### src/rtl/microsequencer.sv
// Microprogram sequencer: selects the next control-ROM address from the current
// control word, condition inputs and a 4-deep return stack for microsubroutines.
module microsequencer (
    input  logic        clk,
    input  logic        reset,
    input  logic [63:0] rom_word,
    input  logic [7:0]  enc_state,
    input  logic [7:0]  cond,
    input  logic        halt,
    output logic [7:0]  state,
    output logic [2:0]  depth,
    output logic        ovf,
    output logic        unf
);

    localparam int unsigned STACK_DEPTH = 4;

    logic [7:0] r_state;
    logic [2:0] r_depth;
    logic       r_ovf;
    logic       r_unf;
    logic [7:0] r_stack [STACK_DEPTH];

    logic [2:0] w_n;
    logic       w_inv;
    logic [2:0] w_s;
    logic [7:0] w_crh;
    logic [7:0] w_crl;
    logic       w_c;
    logic [7:0] w_inc;
    logic [1:0] w_top_idx;
    logic [7:0] w_top;
    logic [7:0] w_next;
    logic       w_push;
    logic       w_pop;
    logic       w_ovf_set;
    logic       w_unf_set;
    logic       w_unused;

    assign w_n      = rom_word[56:54];
    assign w_inv    = rom_word[53];
    assign w_s      = rom_word[50:48];
    assign w_crh    = rom_word[15:8];
    assign w_crl    = rom_word[7:0];
    assign w_unused = ^{rom_word[63:57], rom_word[52:51], rom_word[47:16]};

    assign w_c   = cond[w_s] ^ w_inv;
    assign w_inc = r_state + 8'd1;

    // Low two bits of depth-1 address the top entry for depth 1..4.
    assign w_top_idx = r_depth[1:0] - 2'd1;
    assign w_top     = r_stack[w_top_idx];

    always_comb begin
        w_next    = w_inc;
        w_push    = 1'b0;
        w_pop     = 1'b0;
        w_ovf_set = 1'b0;
        w_unf_set = 1'b0;
        case (w_n)
            3'b000: w_next = 8'd1;
            3'b001: w_next = w_c ? w_crh : w_crl;
            3'b010: w_next = w_crl;
            3'b011: w_next = w_inc;
            3'b100: w_next = enc_state;
            3'b101: w_next = w_c ? w_crl : w_inc;
            3'b110: begin
                w_next = w_crl;
                if (r_depth == 3'(STACK_DEPTH)) w_ovf_set = 1'b1;
                else                            w_push    = 1'b1;
            end
            default: begin
                if (r_depth == 3'd0) begin
                    w_next    = 8'd1;
                    w_unf_set = 1'b1;
                end else begin
                    w_next = w_top;
                    w_pop  = 1'b1;
                end
            end
        endcase
    end

    always_ff @(posedge clk) begin
        if (reset) begin
            r_state <= '0;
            r_depth <= '0;
            r_ovf   <= 1'b0;
            r_unf   <= 1'b0;
            for (int unsigned i = 0; i < STACK_DEPTH; i++) r_stack[i] <= '0;
        end else if (!halt) begin
            r_state <= w_next;
            if (w_push) begin
                r_stack[r_depth[1:0]] <= w_inc;
                r_depth               <= r_depth + 3'd1;
            end else if (w_pop) begin
                r_depth <= r_depth - 3'd1;
            end
            if (w_ovf_set) r_ovf <= 1'b1;
            if (w_unf_set) r_unf <= 1'b1;
        end
    end

    assign state = r_state;
    assign depth = r_depth;
    assign ovf   = r_ovf;
    assign unf   = r_unf;

endmodule

### config.mk
export PLATFORM = sky130hd
export DESIGN_NAME = microsequencer
export DESIGN_NICKNAME = d
export VERILOG_FILES = /design/src/rtl/microsequencer.sv
export SDC_FILE = /design/constraint.sdc
export NUM_CORES = 1
export LEC_CHECK = 0
export CAP_MARGIN = 5
export CELL_PAD_IN_SITES_DETAIL_PLACEMENT = 0
export CELL_PAD_IN_SITES_GLOBAL_PLACEMENT = 1
export CORE_ASPECT_RATIO = 1.5
export CORE_MARGIN = 2
export CORE_UTILIZATION = 38
export CTS_BUF_LIST = sky130_fd_sc_hd__clkbuf_4
export CTS_CLUSTER_SIZE = 10
export DETAILED_ROUTE_END_ITERATION = 10
export PLACE_DENSITY_LB_ADDON = 0.1
export SLEW_MARGIN = 5
export SYNTH_ARGS = -nofsm -noshare
export SYNTH_HDL_FRONTEND = slang
export SYNTH_SLANG_ARGS = --single-unit
### constraint.sdc
create_clock -name clk -period 6.45 [get_ports clk]
set_clock_uncertainty 0.15 [all_clocks]
set_input_delay 1.6125 -clock clk [delete_from_list [all_inputs] [get_ports clk]]
set_output_delay 1.6125 -clock clk [all_outputs]
set_load 0.02 [all_outputs]
==> impl_metrics.py <==
metrics = {
    "synth": {
        "yosys_warnings": 0,
        "syn_nets": 368,
        "synth.avg_cell_area_um2": 9.87,
        "ys_seq_area_share_pct": 43.9,
        "synth_edf_count": 32,
        "netlist_area_mm2": 0.00278,
        "ys.flop_type": "edfxtp_1",
        "synth-async-reset-ratio_pct": 0,
        "synth_cell_types": 49,
        "synth-seq-cells": 45,
        "synthCells": 282,
    },
    "clock_tree": {
        "cts_buffers": 5,
        "clkSinkCount": 45,
        "htreeDepth": 2,
        "cts-resized-gates": 0,
        "insertion_delay_ns": 0.36,
        "cts_buffer_depth": 2,
        "hold_buffers": 0,
        "tritoncts": "built",
        "clk_pin_slew_ns": 0.13,
        "clockRootBuffer": "clkbuf_4",
        "post-cts-setup-buffers": 0,
    },
    "final_layout": {
        "drive_gt1_share_pct": 6.83,
        "area_growth_pct": 23.6,
        "fin_util_pct": 47.9,
        "mostFrequentLayoutCells": "clkdlybuf4s50_1, nor2_1, edfxtp_1",
        "stdcell_area_mm2": 0.00344,
        "nets": 407,
        "final_common_cell": "clkdlybuf4s50_1",
        "fin_cells": 423,
    },
    "run_status": {
        "run_status": "finished, final reports clean",
    },
    "routing": {
        "viasPerCell": 5.40,
        "ant_nets": 0,
        "num_vias": 2286,
        "dr.pass1.iters": 4,
        "first_iter_violations": 93,
        "wirelength_um": 7370,
        "wl_per_cell_um": 17.4,
        "drc": 0,
    },
    "floorplan": {
        "num_io_pins": 96,
        "die_area_mm2": 0.00804,
        "die_y_um": 109,
        "rows": 38,
        "initial_utilization_pct": 38.8,
        "die_w_um": 73.9,
        "core_area_mm2": 0.00718,
    },
    "worst_setup_path": {
        "slowest_delay_ns": 0.86,
        "cp_num_buf_inv": 1,
        "crit_arrival_ns": 4.44,
        "critPathKind": "in2reg",
        "crit_chain": "clkdlybuf4s50_1, nand2_1, or4_1, or3_1, nand2b_1",
        "cp_data_required_time_ns": 6.32,
        "crit_path_top_delay_cell": "clkdlybuf4s50_1",
        "cp_max_fo": 16,
        "end_kind": "flop",
        "start_kind": "input port",
        "critPathTopFamily": "simple AND/OR/NAND/NOR gates",
    },
    "power": {
        "p_int_mw": 0.473,
        "clock_power_share_pct": 27.5,
        "pwr-share-seq_pct": 51.2,
        "p_per_area_mw_per_mm2": 189,
        "combPwrFrac_pct": 21.3,
        "swShare_pct": 27.4,
        "p_total_mw": 0.651,
        "p_switching_mw": 0.178,
        "leakage_nw": 1.15,
        "vdd_drop_max_mv": 0.0964,
    },
    "grt": {
        "grt_pass1_vias": 2315,
        "gr-total-overflow": 0,
        "grt_first_pass_wirelength_um": 11800,
        "track_usage_pct": 19.5,
        "antenna_found_initial": 1,
        "grt_max_degree": 25,
    },
    "placed_design": {
        "place_inst": 414,
        "io_buffers": 54,
        "hpwl_um": 5550,
        "place_area_mm2": 0.00336,
        "place_congestion": 0.782,
        "pre_cts_slack_ns": 1.49,
    },
    "timing": {
        "slew-limit-headroom_pct": 32.1,
        "fin_crit_ns": 4.57,
        "setup_viol_count_final": 0,
        "whs_ns": 0.339,
        "worst_slack_ns": 1.88,
        "slew_violations": 0,
        "worstMarginPinSlew_ns": 1.01,
        "finalHoldViolations": 0,
        "period_share_pct": 70.9,
        "max_clock_freq_mhz": 219,
        "grt_setup_unrepaired": "no",
        "finalSetupTns_ns": 0,
    },
    "min_path": {
        "min_path_type": "reg2reg",
    },
    "job": {
        "cap_violations": 0,
    },
}
==> power groups by stage <==
stage          Clock, mW  Combinational [mW]  Sequential, mW
6_report           0.179               0.139           0.333
5_1_grt            0.192               0.151           0.336
4_1_cts            0.181               0.140           0.334
3_5_place_dp           0               0.140           0.340
3_3_place_gp           0               0.139           0.340
2_1_floorplan          0              0.0785           0.340
==> final timing paths <==
kind         slack, ns    startpoint            end  depth (start not counted)
min               0.34           ovf            ovf                          2
min reg2reg       0.34           ovf            ovf                          2
max reg2reg       2.69      depth[0]  r_stack[2][4]                          6
max               1.88  rom_word[55]  r_stack[2][4]                          5
==> kinds of logic (layout without fill, tap and decap cells) <==
group	after synthesis	count (layout)	share of synthesized area [%]
compound gates	59	59	14.5
buf+inv	37	77	5.21
other cells	0	1	0
mux	16	16	11.0
xor+xnor	11	11	3.46
flops	45	45	43.9
simple gates	111	111	20.4
fa+ha+maj	3	3	1.62
==> routing by layer <==
metal / track usage [%] / wire (µm)
met1: 22.6 / 3050
met2: 36.2 / 3960
met3: 2.87 / 263
met4: 5.84 / 95
met5: 0 / 0
==> synth_stat cells (4+ instances only) <==
cell | instances | share of area, %
clkbuf_1 | 17 | 2.3
nor3_1 | 4 | 0.72
o221ai_1 | 5 | 1.6
nand2b_1 | 5 | 1.1
o21ai_0 | 9 | 1.6
xnor2_1 | 5 | 1.6
inv_1 | 15 | 2.0
a31oi_1 | 9 | 2.0
xor2_1 | 6 | 1.9
nand2_1 | 15 | 2.0
buf_2 | 5 | 0.90
a22oi_1 | 7 | 1.9
a21oi_1 | 10 | 1.8
mux4_2 | 10 | 8.1
o21bai_1 | 6 | 1.6
nand3_1 | 9 | 1.6
nor2_1 | 49 | 6.6
nor2b_1 | 4 | 0.90
dfxtp_1 | 13 | 9.3
edfxtp_1 | 32 | 35
==> registers in the layout (all words and copies together), names as in the netlist <==
signal,count
state,8
unf,1
ovf,1
r_stack,32
depth,3
==> worst reg2reg max path, delay by kind of cell (launching register included) <==
family	cells	cell delay, ns
adder cells (fa/ha/maj)	1	0.32
buffers and inverters	1	0.22
AND/OR/NAND/NOR	3	1.67
AO/OA/AOI/OAI	1	0.21
flip-flops	1	0.84
==> final cells by class <==
cell class,count,area (µm²)
well taps,100,125
flip-flops and latches,45,1220
repair buffers,54,541
clock inverters,2,33.8
inverters,15,56.3
fillers,691,3740
clock buffers,6,45.0
diodes,1,2.50
multi-input cells,200,1420
No activity file was read; power rests on OpenSTA's default activity.
==> edit 1: new RTL, config.mk and constraints unchanged <==
Put one more register stage on the output `depth`. The value now appears one clock later. The other outputs are not delayed to match.
--- a/src/rtl/microsequencer.sv
+++ b/src/rtl/microsequencer.sv
@@ -104,3 +104,5 @@
     assign state = r_state;
-    assign depth = r_depth;
+    always_ff @(posedge clk) begin
+        depth <= r_depth;
+    end
     assign ovf   = r_ovf;
Function: changed (a bounded check fails within 4 cycles, from zero or initial values and one cycle with reset high).
==> edit 1 against the unedited design <==
Synthesized area decreased by 6.1%; final area decreased by 4.9%; clock power decreased by 17%; critical path type unchanged; global-route usage decreased by 1.4 points; non-clock buffer count increased by 1; sequential power increased by 6%; hold slack got worse by 0.055 ns; routed wire length decreased by 10%; register-to-register slack improved by 0.54 ns; total power decreased by 2.2%; largest cell class is now sequential cells; first-iteration DRC count increased by 100%; worst setup slack improved by 0.46 ns; sequential cell count increased by 3.
==> edit 1: results (changes against the unedited design) <==
wl_per_cell_um: 17.5  # +0.42%
synthAdderAreaFrac_pct: 1.72  # +0.10 points
layout.cells.non_filler: 379  # -10%
yosys.cell_types.count: 41  # -16%
synth_commonest_cells: "nor2_1 (44), edfxtp_1 (32), nand2_1 (24), dfxtp_1 (16), inv_1 (16)"
dp_cells: 371  # -10%
hp-start: "r_depth[2]"
postPlaceCellArea_um2: 3210  # -4.4%
grtUsageMet3_pct: 2.96  # +0.099 points
grt_max_degree: 21  # -16%
hpwl_mm: 5.14  # -7.4%
crit_fanout: 15  # -1
grt_util_met1_pct: 22.8  # +0.17 points
slowest_delay_ns: 0.88  # +0.02 ns
slowest_stage: "a211oi_1"
stdcell_area_um2: 3270  # -4.9%
r2r-end: "state[3]"
arrival_ns: 4.23  # -0.21 ns
antenna_found_initial: 0  # -1
syn_nets: 336  # -8.7%
drt_iter0_drc: 186  # +100%
whs_endpoint: "depth[2]"
ctsRootBufferMaster: "clkbuf_4"
status: "finished, final reports clean"
grt_pass1_wl_mm: 10.7  # -9.8%
power.leakage_nw: 1.16  # +0.25%
insertion_delay_ns: 0.36  # about the same
vias_per_cell: 5.42  # +0.28%
synth.avg_cell_area_um2: 10.5  # +6.0%
hold_depth: 0  # -2
pre_cts_ws_ns: 1.93  # +0.446 ns
synthXorXnorAreaFrac_pct: 4.74  # +1.3 points
regMostFlops: "r_stack"
worst-r2r-setup-slack_ns: 3.23  # +0.54 ns
gp_congestion: 0.797  # +1.8%
antennaDiodeCount: 0  # -1
n_fill_cell: 648  # -6.2%
hold-worst-slack_ns: 0.285  # -0.0546 ns
vdd_drop_max_mv: 0.112  # +16%
grt_pass1_vias: 2010  # -13%
reg2regPathDepth: 7  # +1
worst_pin_slew_ns: 1.03  # +0.0133 ns
grtUsageMet2_pct: 31.8  # -4.3 points
synth.area.top_cells: "edfxtp_1 (37%), dfxtp_1 (12%), mux4_2 (7.8%)"
crit_family: "compound AO/OA/AOI/OAI gates"
synth.mux.area_fraction_pct: 10.0  # -1.0 points
synth_top_area_share_pct: 36.7  # +2.2 points
fin_nets: 386  # -5.2%
yosysSeqAreaShare_pct: 49.0  # +5.1 points
synth-compound-area-share_pct: 14.7  # +0.26 points
edit 1: cell types whose count changed after synthesis, moves of 6 or more:
cell / change
a31oi_1: -7
nand2_1: +9
a221oi_1: +7
and3_1: +6
a22oi_1: -6
clkbuf_1: -8
o21bai_1: -6
edit 1: layout make-up:
type	count	share of cell area, %
clock buffers	5	1.15
inverters	16	1.84
flip-flops and latches	48	39.2
repair buffers	55	16.7
multi-input cells	174	37.5
clock inverters	3	0.650
well taps	78	2.98
edit 1: cells by family after synthesis:
logic type | after synthesis
AND/OR/NAND/NOR | 95
AO/OA/AOI/OAI | 52
flip-flops | 48
buffers and inverters | 28
XOR/XNOR | 12
multiplexers | 12
adder cells (fa/ha/maj) | 3
edit 1: routing by layer:
| metal | up-vias | part of all wire [%] |
|---|---|---|
| met1 | 960 | 41 |
| met5 | - | 0 |
| li1 | 1027 | - |
| met3 | 4 | 5.8 |
| met2 | 63 | 52 |
| met4 | 0 | 0.90 |
edit 1: power by group:
part,total [mW],internal [mW],switching (mW)
clock,0.148,0.0444,0.103
combinational,0.137,0.0664,0.0702
sequential,0.352,0.341,0.0116
edit 1: how the worst max path moves through the flow:
stage,end,slack [ns],cells past startpoint
floorplan,state[6],2.93,6
global placement,r_stack[2][6],1.89,7
detailed placement,r_stack[2][6],1.93,7
CTS,state[3],2.32,7
global route,state[3],2.15,7
finish,state[3],2.33,7
==> edit 2: new RTL, same flow settings <==
Made on the original files. Set the localparam `STACK_DEPTH` to 2 (it was 4).
--- a/src/rtl/microsequencer.sv
+++ b/src/rtl/microsequencer.sv
@@ -15,3 +15,3 @@
 
-    localparam int unsigned STACK_DEPTH = 4;
+    localparam int unsigned STACK_DEPTH = 2;
 
Formal check against the unedited RTL: not equivalent (a bounded check fails within 4 cycles, from zero or initial values and one cycle with reset high).
==> edit 2 against the unedited design <==
Routed wire length fell by 30%; maximum frequency rose by 18%; worst setup slack improved by 0.68 ns; via count fell by 21%; total power fell by 33%; first-iteration DRC count fell by 9.7%; critical path type unchanged; largest power group unchanged; final area fell by 23%; largest cell class unchanged; sequential cell count fell by 16; synthesized cell count fell by 21%; synthesized area fell by 27%.
==> edit 2: results (changes against the unedited design) <==
fin_nets: 358  # -12%
gp_congestion: 0.812  # +3.8%
p_total_uw: 438  # -33%
dp_cells: 334  # -19%
ctsRootBufferMaster: "clkbuf_4"
hpwl_mm: 4.18  # -25%
insertion_delay_ns: 0.32  # -0.04 ns
arrival_ns: 3.99  # -0.45 ns
grt_pass1_vias: 1760  # -24%
largest_reg_flops: 16  # -50%
yosys.cell_types.count: 55  # +12%
antenna_found_initial: 0  # -1
synth.area.top_cells: "edfxtp_1 (24%), dfxtp_1 (13%), mux2i_1 (6.4%)"
synth_edf_count: 16  # -50%
crit_fanout: 13  # -3
vdd_drop_max_mv: 0.0665  # -31%
powerComb_uw: 123  # -12%
pre_cts_ws_ns: 2.22  # +0.737 ns
grt_use_total_pct: 18.1  # -1.5 points
antennaDiodeCount: 0  # -1
synth_commonest_cells: "nor2_1 (26), edfxtp_1 (16), dfxtp_1 (13), mux2i_1 (13), nand2_1 (12)"
syn_nets: 307  # -17%
postPlaceCellArea_um2: 2610  # -22%
synth.avg_cell_area_um2: 9.12  # -7.6%
clk_pin_slew_ns: 0.09  # -0.04 ns
dr_wl_met3_um: 164  # -38%
drt_iter0_drc: 84  # -9.7%
grt_max_degree: 22  # -12%
status: "finished, final reports clean"
met1_length_mm: 2.18  # -28%
clkPwrFrac_pct: 23.2  # -4.3 points
swShare_pct: 30.3  # +3.0 points
layout.cells.non_filler: 342  # -19%
slowest_delay_ns: 0.68  # -0.18 ns
final_layout_size_suffix_gt1_share_pct: 6.20  # -0.63 points
power.leakage_nw: 0.946  # -18%
worst_pin_slew_ns: 0.754  # -0.260 ns
==> edit 2: path summary, 6_finish.rpt <==
check	slack, ns	cells past startpoint	endpoint
worst max-delay path	2.56	6	state[5]
worst min-delay path	0.33	2	ovf
worst max register to register	3.86	5	state[0]
worst min register to register	0.33	2	ovf
==> edit 2: area by class of cell <==
cell class                 instances  area [um^2]
fill                             554         2470
multi-input combinational        171         1190
sequential                        29          741
timing repair buffer              56          556
tap                               68         85.1
clock buffer                       5         37.5
inverter                          10         37.5
clock inverter                     3         12.5
==> edit 2: cell families (layout without fill, tap and decap cells) <==
logic type,after synthesis,in the layout,synth area share [%]
AOI/OAI and AO/OA,57,57,22.8
xor gates and xnor gates,9,9,4.57
adders and majority gates,2,2,1.61
buffers and inverters,22,74,4.76
DFF,29,29,36.6
muxes,14,14,7.16
and+or+nand+nor,89,89,22.5
